--- config.mk ---
export PLATFORM = sky130hd
export DESIGN_NAME = serial_rx_fifo_flat
export DESIGN_NICKNAME = d
export VERILOG_FILES = /design/src/rtl/serial_rx_fifo_if.sv /design/src/rtl/serial_rx_fifo.sv /design/src/flat_wrapper.sv
export SDC_FILE = /design/constraint.sdc
export NUM_CORES = 1
export LEC_CHECK = 0
export CAP_MARGIN = 20
export CORE_UTILIZATION = 64
export CTS_BUF_LIST = sky130_fd_sc_hd__clkbuf_8
export DETAILED_ROUTE_END_ITERATION = 10
export HOLD_SLACK_MARGIN = 0.15
export PLACE_DENSITY = 0.94
export SKIP_CTS_REPAIR_TIMING = 1
export SLEW_MARGIN = 20
export SYNTH_ARGS = -nofsm -noshare
export SYNTH_HDL_FRONTEND = slang
export SYNTH_SLANG_ARGS = --single-unit
--- constraint.sdc ---
create_clock -name clk -period 3 [get_ports clk]
set_input_delay 0.6 -clock clk [delete_from_list [all_inputs] [get_ports clk]]
set_output_delay 0.6 -clock clk [all_outputs]
set_load 0.02 [all_outputs]
--- src/rtl/serial_rx_fifo_if.sv ---
// serial_rx_fifo_if: register-access bus between the O-CPU port decoder and the buffered
// UART receiver.
//   en       - access strobe (decoded upstream from the port ID and read/write strobes)
//   wr       - 1 = write, 0 = read
//   addr     - 0 = data register, 1 = status register
//   data_in  - write data
//   data_out - read data, combinational from addr
//   ready    - receive FIFO not empty (interrupt level)
// master: CPU side. slave: receiver side.
interface serial_rx_fifo_if;
  logic       en;
  logic       wr;
  logic       addr;
  logic [7:0] data_in;
  logic [7:0] data_out;
  logic       ready;

  modport master (
    output en, wr, addr, data_in,
    input  data_out, ready
  );

  modport slave (
    input  en, wr, addr, data_in,
    output data_out, ready
  );
endinterface

--- src/rtl/serial_rx_fifo.sv ---
// serial_rx_fifo: buffered 16x-oversampling UART receiver for the O-CPU port bus.
// Frames are 8N1 by default. Defining SERIAL_RX_PARITY_EN switches to 8E1 and adds the
// parity-error flag (status bit 4).
// Ports:
//   clk   - system clock
//   reset - asynchronous, active-high reset
//   rxd   - asynchronous serial input, idle high
//   bus   - register bus (slave modport): data/status reads, status-clear writes, ready
// Registers: read 0 = FIFO head (0x00 when empty); read 1 = {3'b0, parity_err, frame_err,
// overrun, full, not_empty}; write 1 clears the error flags; write 0 is ignored.
module serial_rx_fifo #(
  parameter int unsigned CLK_HZ  = 50000000,
  parameter int unsigned BAUD    = 115200,
  parameter int unsigned FIFO_AW = 4
) (
  input  logic             clk,
  input  logic             reset,
  input  logic             rxd,
  serial_rx_fifo_if.slave  bus
);

  localparam int unsigned DivRaw = CLK_HZ / (16 * BAUD);
  localparam int unsigned Div    = (DivRaw == 0) ? 1 : DivRaw;
  localparam int unsigned Depth  = 1 << FIFO_AW;

  // Input synchronizer, reset to the idle level.
  logic rxd_s1, rxd_s;
  always_ff @(posedge clk or posedge reset) begin
    if (reset) begin
      rxd_s1 <= 1'b1;
      rxd_s  <= 1'b1;
    end else begin
      rxd_s1 <= rxd;
      rxd_s  <= rxd_s1;
    end
  end

  // Free-running 16x baud tick.
  logic [31:0] tick_cnt;
  logic        tick;
  assign tick = (tick_cnt == 32'(Div - 1));
  always_ff @(posedge clk or posedge reset) begin
    if (reset) tick_cnt <= '0;
    else       tick_cnt <= tick ? '0 : tick_cnt + 32'd1;
  end

  typedef enum logic [2:0] {
    StIdle,
    StStart,
    StData,
`ifdef SERIAL_RX_PARITY_EN
    StParity,
`endif
    StStop,
    StBreak
  } state_e;

  state_e     state;
  logic [3:0] sub_cnt;
  logic [2:0] bit_idx;
  logic [7:0] shreg;
  logic       push_q;
  logic       frame_set_q;
`ifdef SERIAL_RX_PARITY_EN
  logic       par_bad_q;
  logic       par_set_q;
`endif

  // Receive FSM; push/flag-set outputs are registered one-cycle pulses.
  always_ff @(posedge clk or posedge reset) begin
    if (reset) begin
      state       <= StIdle;
      sub_cnt     <= '0;
      bit_idx     <= '0;
      shreg       <= '0;
      push_q      <= 1'b0;
      frame_set_q <= 1'b0;
`ifdef SERIAL_RX_PARITY_EN
      par_bad_q   <= 1'b0;
      par_set_q   <= 1'b0;
`endif
    end else begin
      push_q      <= 1'b0;
      frame_set_q <= 1'b0;
`ifdef SERIAL_RX_PARITY_EN
      par_set_q   <= 1'b0;
`endif
      if (tick) begin
        case (state)
          StIdle: begin
            if (!rxd_s) begin
              state   <= StStart;
              sub_cnt <= '0;
            end
          end
          StStart: begin
            // Mid-start-bit check rejects glitches shorter than half a bit.
            if (sub_cnt == 4'd7) begin
              sub_cnt <= '0;
              bit_idx <= '0;
              state   <= rxd_s ? StIdle : StData;
            end else begin
              sub_cnt <= sub_cnt + 4'd1;
            end
          end
          StData: begin
            sub_cnt <= sub_cnt + 4'd1;  // wraps to 0 after each mid-bit sample
            if (sub_cnt == 4'd15) begin
              shreg   <= {rxd_s, shreg[7:1]};
              bit_idx <= bit_idx + 3'd1;
              if (bit_idx == 3'd7) begin
`ifdef SERIAL_RX_PARITY_EN
                state <= StParity;
`else
                state <= StStop;
`endif
              end
            end
          end
`ifdef SERIAL_RX_PARITY_EN
          StParity: begin
            sub_cnt <= sub_cnt + 4'd1;
            if (sub_cnt == 4'd15) begin
              par_bad_q <= rxd_s ^ (^shreg);  // even parity: total ones must be even
              state     <= StStop;
            end
          end
`endif
          StStop: begin
            sub_cnt <= sub_cnt + 4'd1;
            if (sub_cnt == 4'd15) begin
              if (rxd_s) begin
`ifdef SERIAL_RX_PARITY_EN
                if (par_bad_q) par_set_q <= 1'b1;
                else           push_q    <= 1'b1;
`else
                push_q <= 1'b1;
`endif
                state <= StIdle;
              end else begin
                frame_set_q <= 1'b1;
                state       <= StBreak;
              end
            end
          end
          StBreak: begin
            if (rxd_s) state <= StIdle;
          end
          default: state <= StIdle;
        endcase
      end
    end
  end

  // FIFO
  logic [7:0]         mem [Depth];
  logic [FIFO_AW-1:0] wr_ptr, rd_ptr;
  logic [FIFO_AW:0]   count, count_d;
  logic               ready_q;
  logic               full, not_empty, pop, do_push;

  assign full      = (count == (FIFO_AW + 1)'(Depth));
  assign not_empty = (count != '0);
  assign pop       = bus.en & ~bus.wr & ~bus.addr & not_empty;
  // A push into a full FIFO still lands when a pop frees the slot in the same cycle.
  assign do_push   = push_q & (~full | pop);

  always_comb begin
    count_d = count;
    if (do_push && !pop)      count_d = count + 1'b1;
    else if (pop && !do_push) count_d = count - 1'b1;
  end

  always_ff @(posedge clk or posedge reset) begin
    if (reset) begin
      wr_ptr  <= '0;
      rd_ptr  <= '0;
      count   <= '0;
      ready_q <= 1'b0;
    end else begin
      if (do_push) wr_ptr <= wr_ptr + 1'b1;
      if (pop)     rd_ptr <= rd_ptr + 1'b1;
      count   <= count_d;
      ready_q <= (count_d != '0);
    end
  end

  always_ff @(posedge clk) begin
    if (do_push) mem[wr_ptr] <= shreg;
  end

  // Sticky error flags; a set in the same cycle as a clear wins.
  logic clr, overrun, frame_err, parity_err;
  assign clr = bus.en & bus.wr & bus.addr;

  always_ff @(posedge clk or posedge reset) begin
    if (reset) begin
      overrun   <= 1'b0;
      frame_err <= 1'b0;
    end else begin
      if (push_q && full && !pop) overrun <= 1'b1;
      else if (clr)               overrun <= 1'b0;
      if (frame_set_q)            frame_err <= 1'b1;
      else if (clr)               frame_err <= 1'b0;
    end
  end

`ifdef SERIAL_RX_PARITY_EN
  always_ff @(posedge clk or posedge reset) begin
    if (reset)          parity_err <= 1'b0;
    else if (par_set_q) parity_err <= 1'b1;
    else if (clr)       parity_err <= 1'b0;
  end
`else
  assign parity_err = 1'b0;
`endif

  always_comb begin
    if (bus.addr) bus.data_out = {3'b000, parity_err, frame_err, overrun, full, not_empty};
    else          bus.data_out = not_empty ? mem[rd_ptr] : 8'h00;
  end

  assign bus.ready = ready_q;

  logic unused_data_in;
  assign unused_data_in = ^bus.data_in;

endmodule
--- src/flat_wrapper.sv ---
// flat-port wrapper written by rule: the top's interface ports become plain ports
module serial_rx_fifo_flat 
#(
  parameter int unsigned CLK_HZ  = 50000000,
  parameter int unsigned BAUD    = 115200,
  parameter int unsigned FIFO_AW = 4
)
  (clk, reset, rxd, bus_en, bus_wr, bus_addr, bus_data_in, bus_data_out, bus_ready);
  serial_rx_fifo_if bus_i ();
  input  logic clk;
  input  logic reset;
  input  logic rxd;
  input wire logic [$bits(bus_i.en)-1:0] bus_en;
  input wire logic [$bits(bus_i.wr)-1:0] bus_wr;
  input wire logic [$bits(bus_i.addr)-1:0] bus_addr;
  input wire logic [$bits(bus_i.data_in)-1:0] bus_data_in;
  output wire logic [$bits(bus_i.data_out)-1:0] bus_data_out;
  output wire logic [$bits(bus_i.ready)-1:0] bus_ready;
  assign bus_i.en = bus_en;
  assign bus_i.wr = bus_wr;
  assign bus_i.addr = bus_addr;
  assign bus_i.data_in = bus_data_in;
  assign bus_data_out = bus_i.data_out;
  assign bus_ready = bus_i.ready;
  serial_rx_fifo #(.CLK_HZ(CLK_HZ), .BAUD(BAUD), .FIFO_AW(FIFO_AW)) u_core (.clk(clk), .reset(reset), .rxd(rxd), .bus(bus_i));
endmodule
==> flow_metrics.py <==
metrics = {
    "worst_setup_path": {
        "cp_num_buf_inv": 3,
        "crit_slowest_cell": "dfrtp_2",
        "arrival_ps": 2650,
        "crit_top_cell": "buf_4",
        "crit_chain": "buf_12, buf_4, mux4_2, mux2i_4, a21oi_4, nor2_1, nor3_1, buf_4",
        "cp_top_family": "multiplexers",
        "cp-end-kind": "output pin",
        "startpoint_type": "register",
        "required_ps": 2400,
        "slowest_delay_ps": 450,
        "crit_fanout": 10,
        "worst-setup-path-type": "reg -> out",
    },
    "placement": {
        "placed_cells": 748,
        "dpl.hpwl_um": 13500,
        "portBuffers": 14,
        "post_dp_cell_area_sq_um": 9080,
        "gp_congestion": 0.938,
    },
    "finish": {
        "fin_cells": 794,
        "drive_gt1_share_pct": 25.3,
        "final_nets": 634,
        "final_area_sq_um": 9640,
        "layout-area-overhead-vs-synth_pct": 13.4,
    },
    "pwr": {
        "seqPwrFrac_pct": 50.9,
        "p_switching_w": 0.00172,
        "power_w": 0.00609,
        "peakVddDrop_mv": 0.260,
        "power.internal_w": 0.00437,
        "power_density_nw_per_um2": 631,
        "swShare_pct": 28.2,
        "clock_power_share_pct": 28.7,
        "pwr-share-comb_pct": 20.4,
        "leakagePower_nw": 3.94,
    },
    "timing": {
        "setup_viol": 8,
        "tightest_slew_ps": 922,
        "whs_ps": 365,
        "fin_crit_sh_pct": 108,
        "rsz0062_at_grt": "true",
        "min_period_ps": 3250,
        "finalSetupTns_ps": -972,
        "maxSlewHeadroom_pct": 38.5,
        "max_freq_mhz": 308,
        "layout_setup_ws_ps": -247,
        "fin_skew_ps": 16.7,
        "hold_violations": 0,
        "drv_slew": 0,
    },
    "die": {
        "die_h_um": 117,
        "start_util_pct": 66.5,
        "die_area_sq_um": 13700,
        "core_area_sq_um": 12800,
        "fp.dieW_um": 117,
        "ios": 23,
        "rows": 41,
    },
    "clock_tree": {
        "cts_tree": "yes",
        "h-tree-depth": 4,
        "clkLatencyLatePin_ps": 470,
        "cts.sinks": 198,
        "cts-root-buf": "clkbuf_8",
        "clkTransAtPathRegs_ps": 100,
        "numCtsBuffers": 17,
        "clock_path_buffers": 2,
    },
    "outcome": {
        "outcome": "complete, but fails checks",
        "violations": "negative setup slack",
    },
    "logic_synthesis": {
        "synth-edff-count": 128,
        "synthArstFlopShare_pct": 35.4,
        "ys_warn_count": 0,
        "syn_inst": 551,
        "synthFlopType": "edfxtp_1",
        "synth_area_leaders": "edfxtp_1 (45%), dfrtp_1 (20%), mux4_2 (9.5%)",
        "syn_nets": 577,
        "post-synth-top-area-fraction_pct": 45.2,
        "syn_avg_cell_area_sq_um": 15.4,
        "ys_types": 61,
        "netlist_area_sq_um": 8500,
        "ys_seq_area_share_pct": 65.9,
        "ys_seq_elements": 198,
        "yosys.area.top_type": "edfxtp_1",
    },
    "global_route": {
        "grt-ovfl-total": 0,
        "grt_first_pass_wirelength_um": 33000,
        "antenna_found_initial": 2,
        "grt_pass1_vias": 5468,
        "grt_max_degree": 43,
        "grt_usage_pct": 34.6,
    },
    "drt": {
        "drc_errors": 0,
        "num_vias": 5804,
        "wire_per_inst_um": 30.3,
        "via_per_inst": 7.31,
        "antenna_left": 0,
        "routed_wl_um": 24100,
        "dr.pass1.iters": 7,
        "drt-initial-drc-count": 1020,
    },
    "worst_hold_path": {
        "hold_path.class": "reg -> reg",
    },
    "run": {
        "drv_cap": 0,
    },
}
==> Yosys cell counts, types with 3 or more instances <==
cell	n
edfxtp_1	128
dfrtp_1	68
mux4_2	36
nand2_1	27
xnor2_1	27
nor2_1	26
nand3_1	18
inv_1	17
clkbuf_1	15
nor4_1	14
nor3_1	13
ha_1	12
mux2_2	12
nand4_1	11
xor2_1	11
and2_1	10
a21oi_1	8
and3_1	8
buf_2	7
o21ai_0	7
nor2b_1	6
a31oi_1	5
nor4b_1	5
a22o_1	4
mux2i_1	4
nor3b_1	4
and4_1	3
or2_2	3
==> power groups by stage <==
stage	registers [W]	logic [W]	clock network [W]
2_1_floorplan	0.00303	0.000731	0
3_3_place_gp	0.00311	0.000879	0
3_5_place_dp	0.00313	0.000933	0
4_1_cts	0.00307	0.000942	0.00174
5_1_grt	0.00310	0.00129	0.00185
6_report	0.00310	0.00124	0.00175
==> per-stage QoR <==
step | utilization [%] | setup WS [ps]
2_1_floorplan | - | 377
3_5_place_dp | 71.1 | 17.3
3_3_place_gp | 71.1 | 76.5
6_report | 75.5 | -247
5_1_grt | 75.5 | -283
4_1_cts | 74.2 | -545
==> cell type report <==
cell class              instances  area (sq um)
inverters                      17          63.8
fillers                       598          3130
diodes                          2          5.00
clock buffers                  17           234
repair buffers                 63           556
multi-input cells             311          2810
well taps                     172           215
clock inverters                14           160
flip-flops and latches        198          5600
==> metal layers <==
| metal | vias up | wire length (um) | GRT usage [%] |
|---|---|---|---|
| met1 | 2781 | 7560 | 40.4 |
| li1 | 2227 | - | - |
| met2 | 597 | 11300 | 54.9 |
| met3 | 197 | 3090 | 12.9 |
| met4 | 2 | 2070 | 20.9 |
| met5 | - | 25 | 0 |
==> worst reg2reg max path, cell delays in order (launching register included) <==
cell and delay [ps]:
dfrtp_1 460, inv_1 110, ha_1 260, nor3b_2 570
nand2_1 230, o21ai_0 390, nor3b_1 110, buf_4 170
and2_1 200, buf_4 180
==> worst paths after layout <==
path / slack, ps / startpoint / cells past startpoint / end
worst max-delay path: -250 / u_core.rd_ptr[0] / 8 / bus_data_out[1]
worst min register to register: 370 / u_core.rxd_s1 / 0 / u_core.rxd_s
worst max register to register: 100 / u_core.count[1] / 9 / u_core.mem[9][5]
max in group asynchronous: 1760 / reset / 3 / u_core.tick_cnt[21]
worst min-delay path: 370 / u_core.rxd_s1 / 0 / u_core.rxd_s
min in group asynchronous: 580 / reset / 2 / u_core.shreg[7]
==> kinds of logic (layout without fill, tap and decap cells) <==
logic type	after synthesis	after routing	synth area share [%]
adders and majority gates	12	12	1.77
xor gates and xnor gates	38	38	3.92
and+or+nand+nor	161	161	10.7
AOI/OAI and AO/OA	46	46	3.86
buffers and inverters	42	111	2.06
muxes	54	54	11.9
DFF	198	198	65.9
other	0	2	0
==> sequential cells by signal, indices dropped and copies added, names as in the netlist, 3 cells and up <==
signal / count
u_core.shreg: 8
u_core.state: 3
u_core.rd_ptr: 4
u_core.tick_cnt: 32
u_core.mem: 128
u_core.count: 5
u_core.wr_ptr: 4
u_core.sub_cnt: 4
u_core.bit_idx: 3
==> placed cells by master, fill, tap and decap left out, drive strengths merged, types with 3 or more instances in the layout <==
cell,netlist,layout
edfxtp,128,128
dfrtp,68,68
buf,9,56
mux4,36,36
nand2,27,27
xnor2,27,27
nor2,27,27
inv,17,22
nand3,18,18
clkbuf,16,18
nor4,14,14
mux2,14,14
nor3,13,13
ha,12,12
xor2,11,11
nand4,11,11
and2,10,10
o21ai,9,9
and3,8,8
a21oi,8,8
nor2b,6,6
clkdlybuf4s50,0,6
nor4b,6,6
nor3b,6,6
a31oi,5,5
a22o,4,4
or2,4,4
mux2i,4,4
clkinv,0,4
and4,3,3
bufinv,0,3
a211oi,3,3
No activity file was read; power rests on OpenSTA's default activity.
